<file path="src/rtl/quad_counter_if.sv">
// Control and readback bus between the SPI frame logic and the quadrature counter.
// The master side issues pulses; the slave (counter) returns live and frozen values.
interface quad_counter_if #(
   parameter int W = 16
);
   logic         latch;
   logic         clear;
   logic         index_arm;
   logic [W-1:0] count;
   logic [W-1:0] count_snap;
   logic         err_snap;
   logic [W-1:0] index_pos;
   logic         index_seen;
   logic         err;

   modport master (
      output latch, clear, index_arm,
      input  count, count_snap, err_snap, index_pos, index_seen, err
   );

   modport slave (
      input  latch, clear, index_arm,
      output count, count_snap, err_snap, index_pos, index_seen, err
   );
endinterface

</file>
<file path="src/rtl/quad_counter.sv">
// Quadrature encoder front end: sync + debounce A/B/Z, x4 decode into a wrapping count,
// sticky illegal-transition flag, armed index capture and a latch-frozen snapshot.
module quad_counter #(
   parameter int W   = 16,
   parameter int FLT = 3
) (
   input  logic            clk,
   input  logic            rst,
   input  logic            sample_en,
   input  logic            enc_a,
   input  logic            enc_b,
   input  logic            enc_z,
   quad_counter_if.slave   bus
);

   typedef enum logic {INIT, RUN} state_t;

   state_t       state;
   state_t       state_next;
   logic [3:0]   init_cnt;
   logic         init_load;
   logic         run;

   // Channel bit order everywhere below: [0]=A, [1]=B, [2]=Z
   logic [2:0]   s1;
   logic [2:0]   s2;
   logic [2:0]   filt;
   logic [2:0]   prev;
   logic [3:0]   fcnt [0:2];

   logic [W-1:0] count;
   logic [W-1:0] count_next;
   logic [W-1:0] count_snap;
   logic [W-1:0] index_pos;
   logic         err;
   logic         err_snap;
   logic         index_seen;
   logic         armed;
   logic         step_up;
   logic         step_dn;
   logic         illegal;
   logic         z_rise;
   logic         capture;

   function automatic logic [1:0] gray_pos(input logic a, input logic b);
      case ({a, b})
         2'b00:   gray_pos = 2'd0;
         2'b01:   gray_pos = 2'd1;
         2'b11:   gray_pos = 2'd2;
         default: gray_pos = 2'd3;
      endcase
   endfunction

   always_ff @(posedge clk) begin
      if (rst) begin
         state    <= INIT;
         init_cnt <= '0;
      end else begin
         state <= state_next;
         if (init_load && sample_en)
            init_cnt <= init_cnt + 4'd1;
      end
   end

   always_comb begin
      state_next = state;
      case (state)
         INIT:    if (sample_en && init_cnt == 4'(FLT - 1)) state_next = RUN;
         default: state_next = RUN;
      endcase
   end

   always_comb begin
      init_load = (state == INIT);
      run       = (state == RUN);
   end

   // In INIT, prev follows the directly loaded level so the first RUN clock sees no phantom edge
   always_ff @(posedge clk) begin
      if (rst) begin
         s1   <= '0;
         s2   <= '0;
         filt <= '0;
         prev <= '0;
         for (int i = 0; i < 3; i++) fcnt[i] <= '0;
      end else begin
         s1   <= {enc_z, enc_b, enc_a};
         s2   <= s1;
         prev <= (init_load && sample_en) ? s2 : filt;
         for (int i = 0; i < 3; i++) begin
            if (sample_en) begin
               if (init_load) begin
                  filt[i] <= s2[i];
                  fcnt[i] <= '0;
               end else if (s2[i] != filt[i]) begin
                  if (fcnt[i] == 4'(FLT - 1)) begin
                     filt[i] <= s2[i];
                     fcnt[i] <= '0;
                  end else begin
                     fcnt[i] <= fcnt[i] + 4'd1;
                  end
               end else begin
                  fcnt[i] <= '0;
               end
            end
         end
      end
   end

   always_comb begin
      step_up    = 1'b0;
      step_dn    = 1'b0;
      illegal    = 1'b0;
      if (run) begin
         case (2'(gray_pos(filt[0], filt[1]) - gray_pos(prev[0], prev[1])))
            2'd1:    step_up = 1'b1;
            2'd3:    step_dn = 1'b1;
            2'd2:    illegal = 1'b1;
            default: ;
         endcase
      end
      count_next = count;
      if (step_up)
         count_next = count + W'(1);
      else if (step_dn)
         count_next = count - W'(1);
      z_rise  = run && filt[2] && !prev[2];
      capture = z_rise && armed;
   end

   // clear overrides every same-clock event except the snapshot, which sees pre-clear values
   always_ff @(posedge clk) begin
      if (rst) begin
         count      <= '0;
         count_snap <= '0;
         err_snap   <= 1'b0;
         index_pos  <= '0;
         index_seen <= 1'b0;
         err        <= 1'b0;
         armed      <= 1'b0;
      end else begin
         if (bus.latch) begin
            count_snap <= count;
            err_snap   <= err;
         end
         if (bus.clear) begin
            count      <= '0;
            err        <= 1'b0;
            index_seen <= 1'b0;
            armed      <= 1'b0;
         end else begin
            count <= count_next;
            if (illegal)
               err <= 1'b1;
            if (capture) begin
               index_pos  <= count_next;
               index_seen <= 1'b1;
            end
            armed <= (armed && !capture) || bus.index_arm;
         end
      end
   end

   assign bus.count      = count;
   assign bus.count_snap = count_snap;
   assign bus.err_snap   = err_snap;
   assign bus.index_pos  = index_pos;
   assign bus.index_seen = index_seen;
   assign bus.err        = err;

endmodule

</file>
<file path="src/flat_wrapper.sv">
// flat-port wrapper written by rule: the top's interface ports become plain ports
module quad_counter_flat 
#(
   parameter int W   = 16,
   parameter int FLT = 3
)
  (clk, rst, sample_en, enc_a, enc_b, enc_z, bus_latch, bus_clear, bus_index_arm, bus_count, bus_count_snap, bus_err_snap, bus_index_pos, bus_index_seen, bus_err);
  quad_counter_if #(.W(W)) bus_i ();
  input  logic clk;
  input  logic rst;
  input  logic sample_en;
  input  logic enc_a;
  input  logic enc_b;
  input  logic enc_z;
  input wire logic [$bits(bus_i.latch)-1:0] bus_latch;
  input wire logic [$bits(bus_i.clear)-1:0] bus_clear;
  input wire logic [$bits(bus_i.index_arm)-1:0] bus_index_arm;
  output wire logic [$bits(bus_i.count)-1:0] bus_count;
  output wire logic [$bits(bus_i.count_snap)-1:0] bus_count_snap;
  output wire logic [$bits(bus_i.err_snap)-1:0] bus_err_snap;
  output wire logic [$bits(bus_i.index_pos)-1:0] bus_index_pos;
  output wire logic [$bits(bus_i.index_seen)-1:0] bus_index_seen;
  output wire logic [$bits(bus_i.err)-1:0] bus_err;
  assign bus_i.latch = bus_latch;
  assign bus_i.clear = bus_clear;
  assign bus_i.index_arm = bus_index_arm;
  assign bus_count = bus_i.count;
  assign bus_count_snap = bus_i.count_snap;
  assign bus_err_snap = bus_i.err_snap;
  assign bus_index_pos = bus_i.index_pos;
  assign bus_index_seen = bus_i.index_seen;
  assign bus_err = bus_i.err;
  quad_counter #(.W(W), .FLT(FLT)) u_core (.clk(clk), .rst(rst), .sample_en(sample_en), .enc_a(enc_a), .enc_b(enc_b), .enc_z(enc_z), .bus(bus_i));
endmodule
</file>
<file path="config.mk">
export PLATFORM = sky130hd
export DESIGN_NAME = quad_counter_flat
export DESIGN_NICKNAME = d
export VERILOG_FILES = /design/src/rtl/quad_counter_if.sv /design/src/rtl/quad_counter.sv /design/src/flat_wrapper.sv
export SDC_FILE = /design/constraint.sdc
export NUM_CORES = 1
export LEC_CHECK = 0
export CAP_MARGIN = 0
export CORE_MARGIN = 3
export CORE_UTILIZATION = 56
export CTS_BUF_LIST = sky130_fd_sc_hd__clkbuf_2 sky130_fd_sc_hd__clkbuf_4 sky130_fd_sc_hd__clkbuf_8
export DETAILED_ROUTE_END_ITERATION = 16
export PLACE_DENSITY = 0.86
export REMOVE_ABC_BUFFERS = 1
export SYNTH_ARGS = -nofsm -noshare
export SYNTH_HDL_FRONTEND = slang
export SYNTH_SLANG_ARGS = --single-unit
</file>
<file path="constraint.sdc">
create_clock -name clk -period 3.55 [get_ports clk]
set_input_delay 0.71 -clock clk [delete_from_list [all_inputs] [get_ports clk]]
set_output_delay 0.71 -clock clk [all_outputs]
set_load 0.005 [all_outputs]
</file>
==> metrics, run 1 <==
FF-to-FF setup slack=0.60 ns; Final Worst Setup Slack=roughly 0.6 ns; count of final setup violators=0; core box area=0.006495 mm²; Worst Path Arrival=roughly 3.2 ns; vias in the first global route=3,027; First-pass DRT Iterations=5; fmax=roughly 0.34 GHz; clock skew=between 0.015 and 0.02 ns; Post-Syn Area=approximately 0.0038 mm²; final net count=approximately 480; Rows=29; required time of the critical path=between 3 and 4 ns; slowest cell on the critical path=or4b_1; peak per-stage delay on the critical path=roughly 0.65 ns; # DRC=0; Syn-to-layout area delta=20.09%; Clk network pwr share=0.365; Routed Antenna Nets=0; Comb power frac=0.067; Gates resized, CTS repair=0; initial DRC count=between 150 and 200; Final Hold Viols=0; Root Driver=clkbuf_8; Final Cell Area=between 0.004 and 0.005 mm²; Hold-fix buffers, CTS=0; Starting Density=0.5926; P_sw=0.0003953 W; crit path kind=register to register; Routed WL=around 8800 µm; Place WS=approximately 0.67 ns; clock sink count=around 80; CTS tree=done; antenna cells=0; layout cells sized above 1=0.08279; post-detail-place hpwl=between 6000 and 7000 µm; fillcell total=between 400 and 500; Yosys warning count=0; RSZ-0062 raised after global routing=false; grt ovf=0; Max Transition Viols Final=0; Crit. Startpoint=u_core.filt[1]$_SDFFE_PP0P_; Crit Path Max Fanout=7; relative slew slack=0.4509; Sequential cell area=approximately 0.0017 mm²; sequential share of the synthesized area=0.4525; initial antenna violation count=0; Die Area=~0.0079 mm²; io pins=60; placed cell area=0.004439 mm²; Final Cycle Share=0.8305; Worst-path clk slew=about 0.080 ns; HP Start=u_core.s1[0]$_SDFF_PP0_; Total Power=approximately 0.0017 W; post-synth top area share=0.3589; Worst setup SP type=register; dominant synthesized flop cell=dfxtp_1; Total Routing Usage GR=0.2390; H-tree depth=3; Worst Hold Class=register to register; status=finished clean; max cap viols=0; area of the multi-input gates=0.001939 mm²; Power Density=about 370 mW/mm²; global-route wire length before repair=14,430 µm; Final Critical Period=slightly below 3 ns; Port Buffer Count=59; Synth area leaders=dfxtp_1 (36%), edfxtp_1 (9.4%), mux2i_1 (7.0%), nor2_1 (5.9%), ha_1 (4.9%); Leak=about 1.8 nW; Worst Setup End Kind=register; wire per inst=about 16 µm; crit-path cells=inv_1, ha_1, ha_1, or4b_1, nor4_4, a32oi_2, or4_1, a31oi_1; Async S/R FF share, synth=0; worst reg-to-reg path cell count=8; Most common cell on crit path=ha_1; DR vias=about 3,200; setup bufs post-CTS=0; Cells after Synth=around 400; actual slew at the worst max-slew pin=between 0.8 and 0.9 ns; vias per inst=between 5 and 6; R2R Path Start=u_core.filt[1]$_SDFFE_PP0P_; Worst VDD drop=between 0.2 and 0.25 mV; synth unique cells=between 50 and 60; Longest Clk Path Bufs=2; Net Sw Frac=0.2332; number of CTS-inserted buffers=9; Die Ht=88.90 µm; P_int=about 0.0013 W; clock latency on the worst-skew pair=around 0.35 ns; Die X-Extent=between 80 and 90 µm; setup TNS=0 ns; Buf/Inv on CP=1; Worst path depth=8; Yosys reg bits=81; Worst path top cell family by delay=simple AND/OR/NAND/NOR gates; hold path depth=1; post-synth top area cell=dfxtp_1; gpl congestion=0.9311; number of synthesized flops with an enable pin=12; largest net degree at the start of global routing=31; Flop pwr share=0.568; Synth Area per Inst=around 9.5 µm²
## cell families (layout without fill, tap and decap cells)
group                    Yosys count  count (layout)  synth area share
multiplexers                      28              28           0.07315
AO/OA/AOI/OAI                     41              41           0.07315
XOR/XNOR                          24              24           0.06209
buffers and inverters             38              90           0.04356
flip-flops                        81              81            0.4525
AND/OR/NAND/NOR                  180             180            0.2468
adder cells (fa/ha/maj)           15              15           0.04876
## cells in the final DEF (no fill, tap or decap), types with 4 or more instances in the layout
cell,netlist,routed
nand2_1,22,22
dfxtp_1,69,69
nor2_1,61,61
a31oi_1,4,4
xor2_1,8,8
buf_4,1,4
o21ai_0,6,6
clkbuf_4,1,4
clkbuf_8,0,10
or4_1,5,5
nor2b_1,13,13
a22o_1,4,4
nor3_1,14,14
or3_1,6,6
edfxtp_1,12,12
ha_1,15,15
or2_2,6,6
clkdlybuf4s50_1,0,59
inv_1,11,11
a21oi_1,12,12
nand3_1,16,16
mux2i_1,27,27
nor4_1,7,7
xnor2_1,14,14
nand4_1,7,7
## power by group through the flow
| stage | sequential, W | clock [W] | combinational, W |
|---|---|---|---|
| final | 0.000962 | 0.000619 | 0.000114 |
| after detailed placement | 0.000983 | 0 | 0.000113 |
| after floorplan | 0.000979 | 0 | 0.0000701 |
| after global placement | 0.000981 | 0 | 0.000109 |
| after CTS | 0.000962 | 0.000627 | 0.000114 |
| after global routing | 0.000965 | 0.000663 | 0.000126 |
## area by class of cell
| class | instances | share of cell area |
|---|---|---|
| repair buffers | 63 | 0.1343 |
| inverters | 11 | 0.008933 |
| clock inverters | 2 | 0.003249 |
| clock buffers | 14 | 0.03628 |
| flip-flops and latches | 81 | 0.3768 |
| multi-input cells | 288 | 0.4196 |
| well taps | 77 | 0.02084 |
## flip-flops by register name, summed over array words and instances (netlist names)
name	count
u_core.bus.count	16
u_core.bus.count_snap	16
u_core.bus.index_pos	16
u_core.fcnt	12
u_core.init_cnt	4
u_core.filt	3
u_core.prev	3
u_core.s1	3
u_core.s2	3
u_core.armed	1
u_core.bus.err	1
u_core.bus.err_snap	1
u_core.bus.index_seen	1
u_core.run	1
## layer usage
metal	up-vias	routed length, µm	GRT usage
met5	-	0	0
met2	110	4308	0.3887
li1	1515	-	-
met1	1508	3781	0.3103
met4	0	215	0.1154
met3	21	467	0.03963
## metrics by stage
stage,hold slack (ns),util,cells
finish,0.4517,0.7116,536
global route,0.4717,0.7116,536
CTS,0.4511,0.7116,536
detailed placement,0.4285,0.6835,520
global placement,0.4169,0.6835,520
floorplan,0.4138,-,380
## synthesized netlist by cell type, types with 2 or more instances
cell / n
dfxtp_1: 69
nor2_1: 61
mux2i_1: 27
nand2_1: 22
nand3_1: 16
clkbuf_1: 15
ha_1: 15
nor3_1: 14
xnor2_1: 14
nor2b_1: 13
a21oi_1: 12
edfxtp_1: 12
inv_1: 11
buf_2: 8
xor2_1: 8
nand4_1: 7
nor4_1: 7
o21ai_0: 6
or2_2: 6
or3_1: 6
or4_1: 5
a22o_1: 4
a31oi_1: 4
nand3b_1: 3
nor3_2: 3
o31ai_1: 3
or3b_2: 3
a211oi_1: 2
and3_1: 2
nand4b_1: 2
nor3b_1: 2
o21a_1: 2
or4b_1: 2
## path summary, 6_finish.rpt
path | end
worst min-delay path | u_core.s2[0]$_SDFF_PP0_
worst min register to register | u_core.s2[0]$_SDFF_PP0_
worst max register to register | u_core.bus.index_pos[15]$_SDFFE_PP0P_
worst max-delay path | u_core.bus.index_pos[15]$_SDFFE_PP0P_
(Power assumes the default switching activity.)
==> inputs of run 2 (changes only) <==
Settings changed: CORE_UTILIZATION 56 to 50, PLACE_DENSITY 0.86 to 0.81.
Clock period 3.55 ns to 2.4 ns, I/O delays scaled along.
==> metrics, run 2 (synthesis gave the netlist of run 1 again) <==
Leak=slightly below 2 nW; peak per-stage delay on the critical path=roughly 0.55 ns; Die Ht=between 90 and 100 µm; Final Cycle Share=1.038; clock sink count=81; max cap viols=0; initial DRC count=229; Crit. Startpoint=u_core.prev[1]$_SDFF_PP0_; relative slew slack=0.5942; Port Buffer Count=59; commonest non-fill, non-tap cells in the layout=dfxtp_1 (67), nor2_1 (61), clkdlybuf4s50_1 (59), buf_4 (30), mux2i_1 (27); First-pass DRT Iterations=4; Worst Hold Class=register to register; final net count=just over 500; layout cells sized above 1=0.1766; Die Area=roughly 0.0088 mm²; Crit Path Max Fanout=5; Die X-Extent=around 94 µm; crit-path cells=inv_2, ha_4, inv_2, ha_4, or4b_4, nor4_4, a32oi_2, or4_1, a31oi_1; status=complete, but fails checks; Final Critical Period=roughly 2.5 ns; Longest Clk Path Bufs=2; Max Transition Viols Final=0; busiest grt layer=met2; Power Density=approximately 540 mW/mm²; placed cell area=around 0.0047 mm²; biggest registers after layout=u_core.bus.count: 16 flops, u_core.bus.count_snap: 16 flops, u_core.bus.index_pos: 16 flops; fillcell total=~560; required time of the critical path=roughly 2.7 ns; CTS tree=done; initial antenna violation count=0; global-route met3 utilization=0.02885; Place WS=-0.3109 ns; vias in the first global route=~3,200; Worst setup SP type=register; wire per inst=around 16 µm; slowest cell on the critical path=or4b_4; Starting Density=0.5222; Root Driver=clkbuf_8; core box area=0.007370 mm²; antenna cells=0; Final Cell Area=about 0.0050 mm²; fmax=0.4013 GHz; clock skew=~0.0086 ns; post-detail-place hpwl=6472 µm; io pins=60; met1 Use GR=0.2799; largest net degree at the start of global routing=25; grt ovf=0; Rows=31; gpl congestion=about 0.91; Routed WL=around 9000 µm; number of CTS-inserted buffers=9; # DRC=0; H-tree depth=3; commonest non-fill, non-tap cell in the layout=dfxtp_1; RSZ-0062 raised after global routing=true; global-route wire length before repair=around 15,000 µm; Final Worst Setup Slack=-0.09165 ns; Worst Path Arrival=2.77 ns; Routed Antenna Nets=0; Final Hold Viols=0; count of final setup violators=6; Worst Setup End Kind=register; Worst VDD drop=~0.33 mV; actual slew at the worst max-slew pin=between 0.6 and 0.7 ns; Total Routing Usage GR=0.2188; DR vias=around 3,200; Syn-to-layout area delta=30.98%; vias per inst=5.435; GR Layer Usage met2=0.3678; crit path kind=register to register; HP Start=u_core.s1[1]$_SDFF_PP0_; Worst-path clk slew=about 0.080 ns; setup TNS=-0.1366 ns; failing checks=setup timing; clock latency on the worst-skew pair=0.35 ns; R2R Path Start=u_core.prev[1]$_SDFF_PP0_
run 2: changes by cell type in the layout (fill, tap and decap cells not counted), sizes merged:
cell,delta
buf,+28
bufinv,+2
clkbuf,-1
clkinv,+1
clkinvlp,-2
run 2: final cells by class:
cell class                 instances  area, µm²  share of cell area
inverter                          11      41.29            0.008191
clock inverter                     3      65.06             0.01291
timing repair buffer              91      838.3              0.1663
clock buffer                      13      160.2             0.03177
tap                               99      123.9             0.02457
multi-input combinational        288       2068              0.4103
sequential                        81       1744              0.3460
run 2: report_power, final:
part / leakage (nW) / switching, W / internal [W]
sequential: 0.693 / 0.0000200 / 0.00140
combinational: 1.15 / 0.000111 / 0.0000976
clock: 0.118 / 0.000470 / 0.000648
total: 1.96 / 0.000602 / 0.00214
run 2: through the flow:
step,power (W),utilization,hold WS [ns],instances
finish,0.002746,0.6840,0.4377,586
global route,0.002836,0.6840,0.4535,586
CTS,0.002759,0.6732,0.4473,585
detailed placement,0.001644,0.6326,0.4289,568
global placement,0.001635,0.6326,0.4157,568
floorplan,0.001551,-,0.4138,380
run 2: critical path, delay by kind of cell, from the launching register on:
kind	cells	cell delay, ns
adders and majority gates	2	0.48
buffers and inverters	2	0.08
and+or+nand+nor	3	1.26
AOI/OAI and AO/OA	2	0.27
DFF	1	0.34
run 2: worst paths after layout:
| check | endpoint | slack [ns] | cells after the start |
|---|---|---|---|
| max | u_core.bus.index_pos[15]$_SDFFE_PP0P_ | -0.09 | 9 |
| min | u_core.s2[1]$_SDFF_PP0_ | 0.44 | 1 |
| max reg2reg | u_core.bus.index_pos[15]$_SDFFE_PP0P_ | -0.09 | 9 |
| min reg2reg | u_core.s2[1]$_SDFF_PP0_ | 0.44 | 1 |
run 2: per-layer routing:
| metal | up-vias | share of wire |
|---|---|---|
| met5 | - | 0 |
| met4 | 0 | 0.019 |
| li1 | 1567 | - |
| met3 | 12 | 0.036 |
| met1 | 1528 | 0.44 |
| met2 | 78 | 0.51 |
run 2: timing repair:
item | CTS | global route
pin swaps | 20 | 11
gates resized for setup | 12 | 15
buffers inserted | 1 | 1
setup endpoints to repair | 20 | 17
hold endpoints to repair | 0 | 0
hold buffers | 0 | 0
==> inputs of run 3 (changes only) <==
Settings changed: SLEW_MARGIN set to 5.
==> results of run 3 <==
Final layout, timing and power as in run 2 (identical DEF).
